<file path="src/rtl/fetch_pkg.sv">
// Shared types and constants for the instruction fetch path.
package fetch_pkg;

  localparam int unsigned INST_BYTES = 4;
  localparam int unsigned PC_W       = 64;

  typedef enum logic [1:0] {
    FETCH = 2'd0,
    DRAIN = 2'd1,
    HOLD  = 2'd2,
    FAULT = 2'd3
  } fetch_state_t;

endpackage

</file>
<file path="src/rtl/byte_lane_packer.sv">
// Big-endian byte packer: lane for cap_cnt 0 is bits [31:24]; o_merged shows the register with
// the incoming byte already placed, so the final byte can be consumed in the same cycle.
module byte_lane_packer
  import fetch_pkg::*;
(
  input  logic                    clk,
  input  logic                    i_clear,
  input  logic                    i_wr_en,
  input  logic [1:0]              i_cap_cnt,
  input  logic [7:0]              i_byte,
  output logic [8*INST_BYTES-1:0] o_merged
);

  logic [8*INST_BYTES-1:0] r_shift;

  genvar gi;
  generate
    for (gi = 0; gi < INST_BYTES; gi++) begin : g_lane
      assign o_merged[8*gi +: 8] = (i_cap_cnt == 2'(INST_BYTES - 1 - gi)) ? i_byte
                                                                          : r_shift[8*gi +: 8];
    end
  endgenerate

  always_ff @(posedge clk) begin
    if (i_clear) begin
      r_shift <= '0;
    end else if (i_wr_en) begin
      r_shift <= o_merged;
    end
  end

endmodule

</file>
<file path="src/rtl/inst_fetch_assembler.sv">
// Fetch PC owner: issues four byte reads per instruction, assembles them big-endian and offers
// {inst, inst_pc} to decode. Define FETCH_BOUND_CHECK_EN to trap fetches beyond MEM_BYTES.
module inst_fetch_assembler
  import fetch_pkg::*;
#(
  parameter logic [PC_W-1:0] RESET_PC  = '0,
  parameter int unsigned     MEM_BYTES = 64
) (
  input  logic            clk,
  input  logic            reset,
  output logic [PC_W-1:0] mem_addr,
  output logic            mem_stop,
  input  logic [7:0]      mem_data,
  input  logic            redirect,
  input  logic [PC_W-1:0] redirect_pc,
  output logic            inst_valid,
  input  logic            inst_ready,
  output logic [31:0]     inst,
  output logic [PC_W-1:0] inst_pc,
  output logic            fault
);

  fetch_state_t    r_state;
  logic [PC_W-1:0] r_base;
  logic [PC_W-1:0] r_inst_pc;
  logic [1:0]      r_issue_cnt;
  logic [1:0]      r_cap_cnt;
  logic [31:0]     r_inst;
  logic            r_inst_valid;

  logic            w_accept;
  logic            w_capture;
  logic            w_clear;
  logic [PC_W-1:0] w_next_base;
  logic [31:0]     w_merged;
  fetch_state_t    w_entry_state;

  generate
    if (MEM_BYTES < INST_BYTES) begin : g_bad_mem_size
      $error("MEM_BYTES must hold at least one instruction");
    end
  endgenerate

  assign w_accept    = r_inst_valid & inst_ready;
  assign w_next_base = redirect ? (redirect_pc & ~PC_W'(3)) : (r_base + PC_W'(INST_BYTES));
  // The byte returned in the first FETCH cycle belongs to whatever was issued before, so skip it.
  assign w_capture   = ((r_state == FETCH) && (r_issue_cnt != 2'd0)) || (r_state == DRAIN);
  assign w_clear     = reset | redirect | w_accept;

`ifdef FETCH_BOUND_CHECK_EN
  assign w_entry_state = (({1'b0, w_next_base} + (PC_W+1)'(INST_BYTES - 1)) >= (PC_W+1)'(MEM_BYTES))
                         ? FAULT : FETCH;
  assign fault         = (r_state == FAULT);
`else
  assign w_entry_state = FETCH;
  assign fault         = 1'b0;
`endif

  assign mem_addr   = (r_state == FETCH) ? (r_base + PC_W'(r_issue_cnt)) : r_base;
  assign mem_stop   = reset | (r_state != FETCH);
  assign inst_valid = r_inst_valid;
  assign inst       = r_inst;
  assign inst_pc    = r_inst_pc;

  byte_lane_packer u_packer (
    .clk       (clk),
    .i_clear   (w_clear),
    .i_wr_en   (w_capture),
    .i_cap_cnt (r_cap_cnt),
    .i_byte    (mem_data),
    .o_merged  (w_merged)
  );

  always_ff @(posedge clk) begin
    if (reset) begin
      r_state      <= FETCH;
      r_base       <= RESET_PC;
      r_issue_cnt  <= 2'd0;
      r_cap_cnt    <= 2'd0;
      r_inst       <= '0;
      r_inst_pc    <= '0;
      r_inst_valid <= 1'b0;
    end else if (redirect) begin
      r_state      <= w_entry_state;
      r_base       <= w_next_base;
      r_issue_cnt  <= 2'd0;
      r_cap_cnt    <= 2'd0;
      r_inst_valid <= 1'b0;
    end else begin
      case (r_state)
        FETCH: begin
          r_issue_cnt <= r_issue_cnt + 2'd1;
          if (r_issue_cnt != 2'd0) r_cap_cnt <= r_cap_cnt + 2'd1;
          if (r_issue_cnt == 2'd3) r_state <= DRAIN;
        end
        DRAIN: begin
          r_inst       <= w_merged;
          r_inst_pc    <= r_base;
          r_inst_valid <= 1'b1;
          r_issue_cnt  <= 2'd0;
          r_cap_cnt    <= 2'd0;
          r_state      <= HOLD;
        end
        HOLD: begin
          if (w_accept) begin
            r_base       <= w_next_base;
            r_inst_valid <= 1'b0;
            r_state      <= w_entry_state;
          end
        end
        default: begin
          r_state <= r_state;
        end
      endcase
    end
  end

endmodule

</file>
<file path="config.mk">
export PLATFORM = sky130hd
export DESIGN_NAME = inst_fetch_assembler
export DESIGN_NICKNAME = d
export VERILOG_FILES = /design/src/rtl/fetch_pkg.sv /design/src/rtl/byte_lane_packer.sv /design/src/rtl/inst_fetch_assembler.sv
export SDC_FILE = /design/constraint.sdc
export NUM_CORES = 1
export LEC_CHECK = 0
export ABC_AREA = 1
export CORE_MARGIN = 2
export CORE_UTILIZATION = 54
export CTS_CLUSTER_DIAMETER = 200
export DETAILED_ROUTE_END_ITERATION = 7
export HOLD_SLACK_MARGIN = 0.02
export PLACE_DENSITY_LB_ADDON = 0.12
export SYNTH_ARGS = -nofsm -noshare
export SYNTH_HDL_FRONTEND = slang
export SYNTH_SLANG_ARGS = --single-unit
</file>
<file path="constraint.sdc">
create_clock -name clk -period 4.7 [get_ports clk]
set_clock_uncertainty 0.2 [all_clocks]
set_input_delay 1.175 -clock clk [delete_from_list [all_inputs] [get_ports clk]]
set_output_delay 1.175 -clock clk [all_outputs]
set_load 0.05 [all_outputs]
</file>
After elaboration in Yosys (flattened, before gate mapping):

Index checks and enable logic that the tools add are counted.

* flip-flop bits (word level): 199
* bits in latches: 0
* memory bits (writable): 0
* bits in read-only memories: 0
* output and inout bits: 163
* memories kept: 0

* add/subtract/negate cells: 4
* $mul: 0
* divide/modulo/power cells: 0
* order comparisons: 0
* eq/ne operators: 9
* shift-type cells: 0
* multiplexer cells: 17
* bitwise logic cells: 5
* reductions and logical operators: 17

Operator list (number)
* $mux 64: 5
* $add 64x2->64: 1
* $add 64x3->64 const B: 1
* $mux 8: 4
* $reduce_bool 2->1: 6
* $eq 2x2->1 const B: 4
* $pmux 2 s2: 2
* $reduce_and 2->1: 4
* $mux 2: 3
* $pmux 2 s3: 1
* $add 2x1->2 const B: 2
* $eq 2x1->1 const B: 2
* $logic_not 2->1: 2
* $ne 2x1->1 const B: 2
* $or 1x1->1: 3
* $reduce_and 3->1: 1
* $reduce_bool 3->1: 1
* $ne 2x2->1 const B: 1
* $pmux 1 s2: 1
* $reduce_or 2->1: 1
* $and 1x1->1: 1
* $logic_and 1x1->1: 1
* $logic_or 1x1->1: 1
* $mux 1: 1
* $not 1->1: 1

Depth between registers and ports, before layout:

* depth in word-level cells: 5
* depth in mapped cells: 12
* depth with buffers taken out: 12

By module:

A second synthesis with hierarchy kept.

* cell total of the unflattened synthesis: 1562
* area, all modules: 10062.2 um2

Modules (own cells, without submodules)
* inst_fetch_assembler: instances 1, cells each 1253, area each 8257.9 um2, sequential area each 3263.1 um2
* byte_lane_packer: instances 1, cells each 309, area each 1804.2 um2, sequential area each 640.6 um2

Worst setup path after synthesis:

OpenSTA, ideal clock, no wires.

* path kind: input-to-output
* start: in reset
* end: out mem_stop
* arrival: 2066 ps
* setup slack: 1259 ps
* cell stages on the path: 4
* cell sequence: inv_1 -> clkbuf_1 -> buf_1 -> nand2_1

* cells in the longest elaborated chain, start to end: 1

RTL lines
* from (decl): RTL line inst_fetch_assembler.sv:10 `input logic reset,`
* $or 1x1->1: RTL line inst_fetch_assembler.sv:60 `assign mem_stop = reset | (r_state != FETCH);`
* to (decl): RTL line inst_fetch_assembler.sv:12 `output logic mem_stop,`

No other way between the ends.

Worst setup path after layout:

* start: reg r_state[0]
* end: out mem_addr[0]

* cells in the longest elaborated chain, start to end: 2

RTL lines
* from (decl): RTL line inst_fetch_assembler.sv:23 `fetch_state_t r_state;`
* from (signal assigned): RTL line inst_fetch_assembler.sv:84 `r_state <= w_entry_state;`
* from (signal assigned): RTL line inst_fetch_assembler.sv:108 `r_state <= w_entry_state;`
* from (signal assigned): RTL line inst_fetch_assembler.sv:112 `r_state <= r_state;`
* $logic_not 2->1: RTL line inst_fetch_assembler.sv:59 `assign mem_addr = (r_state == FETCH) ? (r_base + PC_W'(r_issue_cnt)) : r_base;`
* $mux 64: RTL line inst_fetch_assembler.sv:59
* to (decl): RTL line inst_fetch_assembler.sv:11 `output logic [PC_W-1:0] mem_addr,`

No other way between the ends.

==> results.cfg <==
[power_and_ir_drop]
pwr-share-seq_pct = 46.2
peakVddDrop_v = 0.000241
p_per_area_nw_per_um2 = 306
p_clk_share_pct = 39.2
internal_power_uw = 2680
swShare_pct = 30.4
p_switching_uw = 1170
p_leak_uw = 0.00472
power_frac_comb_pct = 14.6

[logic_synthesis]
syn_area_um2 = 9570
synth_area_per_cell_um2 = 6.83
yosys_warnings = 0
synth_top_area_share_pct = 40.8
synth_flop_cell = dfxtp_1
postSynthCellCount = 1400
synth_seq_cells = 195
async_flop_share_pct = 0
netlist_top_cells_area = dfxtp_1 (41%), nand2_1 (14%), nor2_1 (7.7%), o21ai_0 (6.1%), inv_1 (4.2%)
synth_top_area_cell = dfxtp_1
synth_cell_type_count = 41
ys_seq_area_share_pct = 40.8
synth_edf_count = 0

[setup_path]
r2r_cells = 10
path_class = reg -> out
cp.required_ns = 3.32
timing.rr.start = r_state[0]
critPathCaptureType = primary output
reg2reg_slack_ns = 1.96
timing.rr.end = r_base[61]
arrival_ns = 2.15
crit_fanout = 7
cp-start-kind = register

[floorplan]
die_h_um = 137
die_x_um = 137
dieArea_um2 = 18800
core_um2 = 17300
pin_count = 239
rows = 48
initial_core_util_pct = 55.3

[clock_network]
cts_buffer_depth = 2
clk_pin_slew_ns = 0.08
post-cts-setup-buffers = 0
cts_buffers = 17
cts_tree = done
cts-resized-gates = 0
root_buffer = clkbuf_16
ctsHoldBuffers = 0
clock-sinks = 195
htreeDepth = 4
clk_latency_ns = 0.44

[route]
drtIter0Drc = 754
wl_per_cell_um = 17.4
viasPerCell = 5.56
drc = 0
drt_pass1_iterations = 7
routed_wl_um = 31800
dr_total_vias = 10172
ant_nets = 0

[sta]
period_minus_slack_ns = 3.52
timing.final.crit_share_pct = 75.0
slew_headroom_pct = 31.3
worst_pin_slew_ns = 1.03
setup_violations = 0
setup_tns_ns = 0
drv_slew = 0
holdWs_ns = 0.266
setup_slack_ns = 1.18
rsz0062_at_grt = false
finalHoldViolations = 0
fmax_mhz = 284

[finish]
area_growth_pct = 31.4
fillers = 1521
final_cells = 1830
fin_area_um2 = 12600
drive_gt1_share_pct = 5.61
antenna_cells = 0
fin_nets = 1679

[place]
gp_congestion = 1.02
pre_cts_slack_ns = 1.06
dpl.cell_count = 1798
io_buffer_count = 233
postPlaceCellArea_um2 = 12000
hpwl_um = 22700

[grt]
antenna_found_initial = 1
grt_pass1_vias = 9399
grt_pass1_wl_um = 49300
gr-total-overflow = 0
grtUsageTotal_pct = 33.6
grt_max_degree = 163

[outcome]
status = finished clean

[hold_path]
min_path_cells = 2
hold_class = reg -> reg
min-delay-start = inst_pc[17]
hold_path_end = inst_pc[17]

[flow_run]
cap_viol_max_count = 0
-- cell families (layout without fill, tap and decap cells) --
group	count (synthesis)	in the layout	synth area share [%]
XOR/XNOR	16	16	1.46
flip-flops	195	195	40.8
buffers and inverters	186	389	7.61
adder cells (fa/ha/maj)	11	11	1.44
other	1	3	0.0392
AO/OA/AOI/OAI	307	307	18.5
AND/OR/NAND/NOR	684	684	30.2
-- placed cells by master, fill, tap and decap left out, types with 11 or more instances in the layout --
cell type | netlist | final
dfxtp_1 | 195 | 195
a31oi_1 | 58 | 58
nor2_2 | 12 | 12
a311oi_1 | 29 | 29
clkdlybuf4s50_1 | 0 | 230
inv_1 | 107 | 106
ha_1 | 11 | 11
nand2_1 | 368 | 368
o21ai_0 | 116 | 116
a21oi_1 | 77 | 77
nand3_1 | 60 | 60
clkbuf_16 | 0 | 17
nor2_1 | 195 | 194
-- cell type report --
type | count | area [µm²] | area share (%)
sequential | 195 | 3900 | 31.0
clock buffer | 18 | 439 | 3.49
inverter | 114 | 428 | 3.40
clock inverter | 14 | 163 | 1.29
tap | 225 | 282 | 2.24
timing repair buffer | 243 | 2410 | 19.1
multi-input combinational | 1021 | 4950 | 39.4
-- critical path, stage by stage (launching register included) --
cell and delay (ns):
dfxtp_1 0.34, inv_1 0.10, ha_1 0.30, nand2_1 0.09
inv_1 0.07, clkdlybuf4s50_1 0.80
-- cell usage after synthesis (4+ instances only) --
cell type and count:
a311oi_1 29, o211ai_1 4, nor3_1 8, buf_1 7, o21ai_1 10, nand2_2 8, ha_1 11, clkbuf_1 47
buf_2 15, nand4_1 9, nor2_2 12, o21ai_0 116, xor2_1 8, a21oi_1 77, a31oi_1 58, inv_2 5
inv_1 107, nor2_1 195, a211oi_1 8, nand2_1 368, nor2_4 8, nand3_1 60, xnor2_1 8, dfxtp_1 195
-- worst max-delay path by stage --
stage | depth (start not counted) | slack [ns] | start | end
2_1_floorplan | 4 | 1.26 | reset | mem_stop
3_3_place_gp | 8 | 1.09 | inst_ready | r_base[37]
3_5_place_dp | 8 | 1.06 | inst_ready | r_base[57]
4_1_cts | 5 | 1.15 | r_state[0] | mem_addr[0]
5_1_grt | 5 | 1.05 | r_state[0] | mem_addr[0]
6_report | 5 | 1.18 | r_state[0] | mem_addr[0]
-- power groups by stage --
stage                     clock (µW)  sequential, µW  combinational [µW]
after floorplan                    0            1930                 220
after global placement             0            1810                 547
after detailed placement           0            1820                 557
after CTS                       1520            1780                 560
after global routing            1580            1790                 605
final                           1510            1780                 563
-- flip-flops by register name, summed over array words and instances (netlist names) --
register          cells
inst_valid            1
u_packer.r_shift     32
r_cap_cnt             2
inst_pc              62
r_base               62
r_issue_cnt           2
r_state               2
inst                 32
-- per-layer routing --
layer / routed length (µm) / track usage, %
met5: 0 / 0
met4: 884 / 12.1
met3: 2260 / 6.41
met2: 14800 / 54.4
met1: 13900 / 44.6
-- metrics by stage --
stage,total power [µW],utilization [%]
6_report,3850,72.7
5_1_grt,3970,72.7
4_1_cts,3850,72.7
3_5_place_dp,2370,69.2
3_3_place_gp,2360,69.2
2_1_floorplan,2150,-
Note: power is estimated with default switching activity, not from simulation.
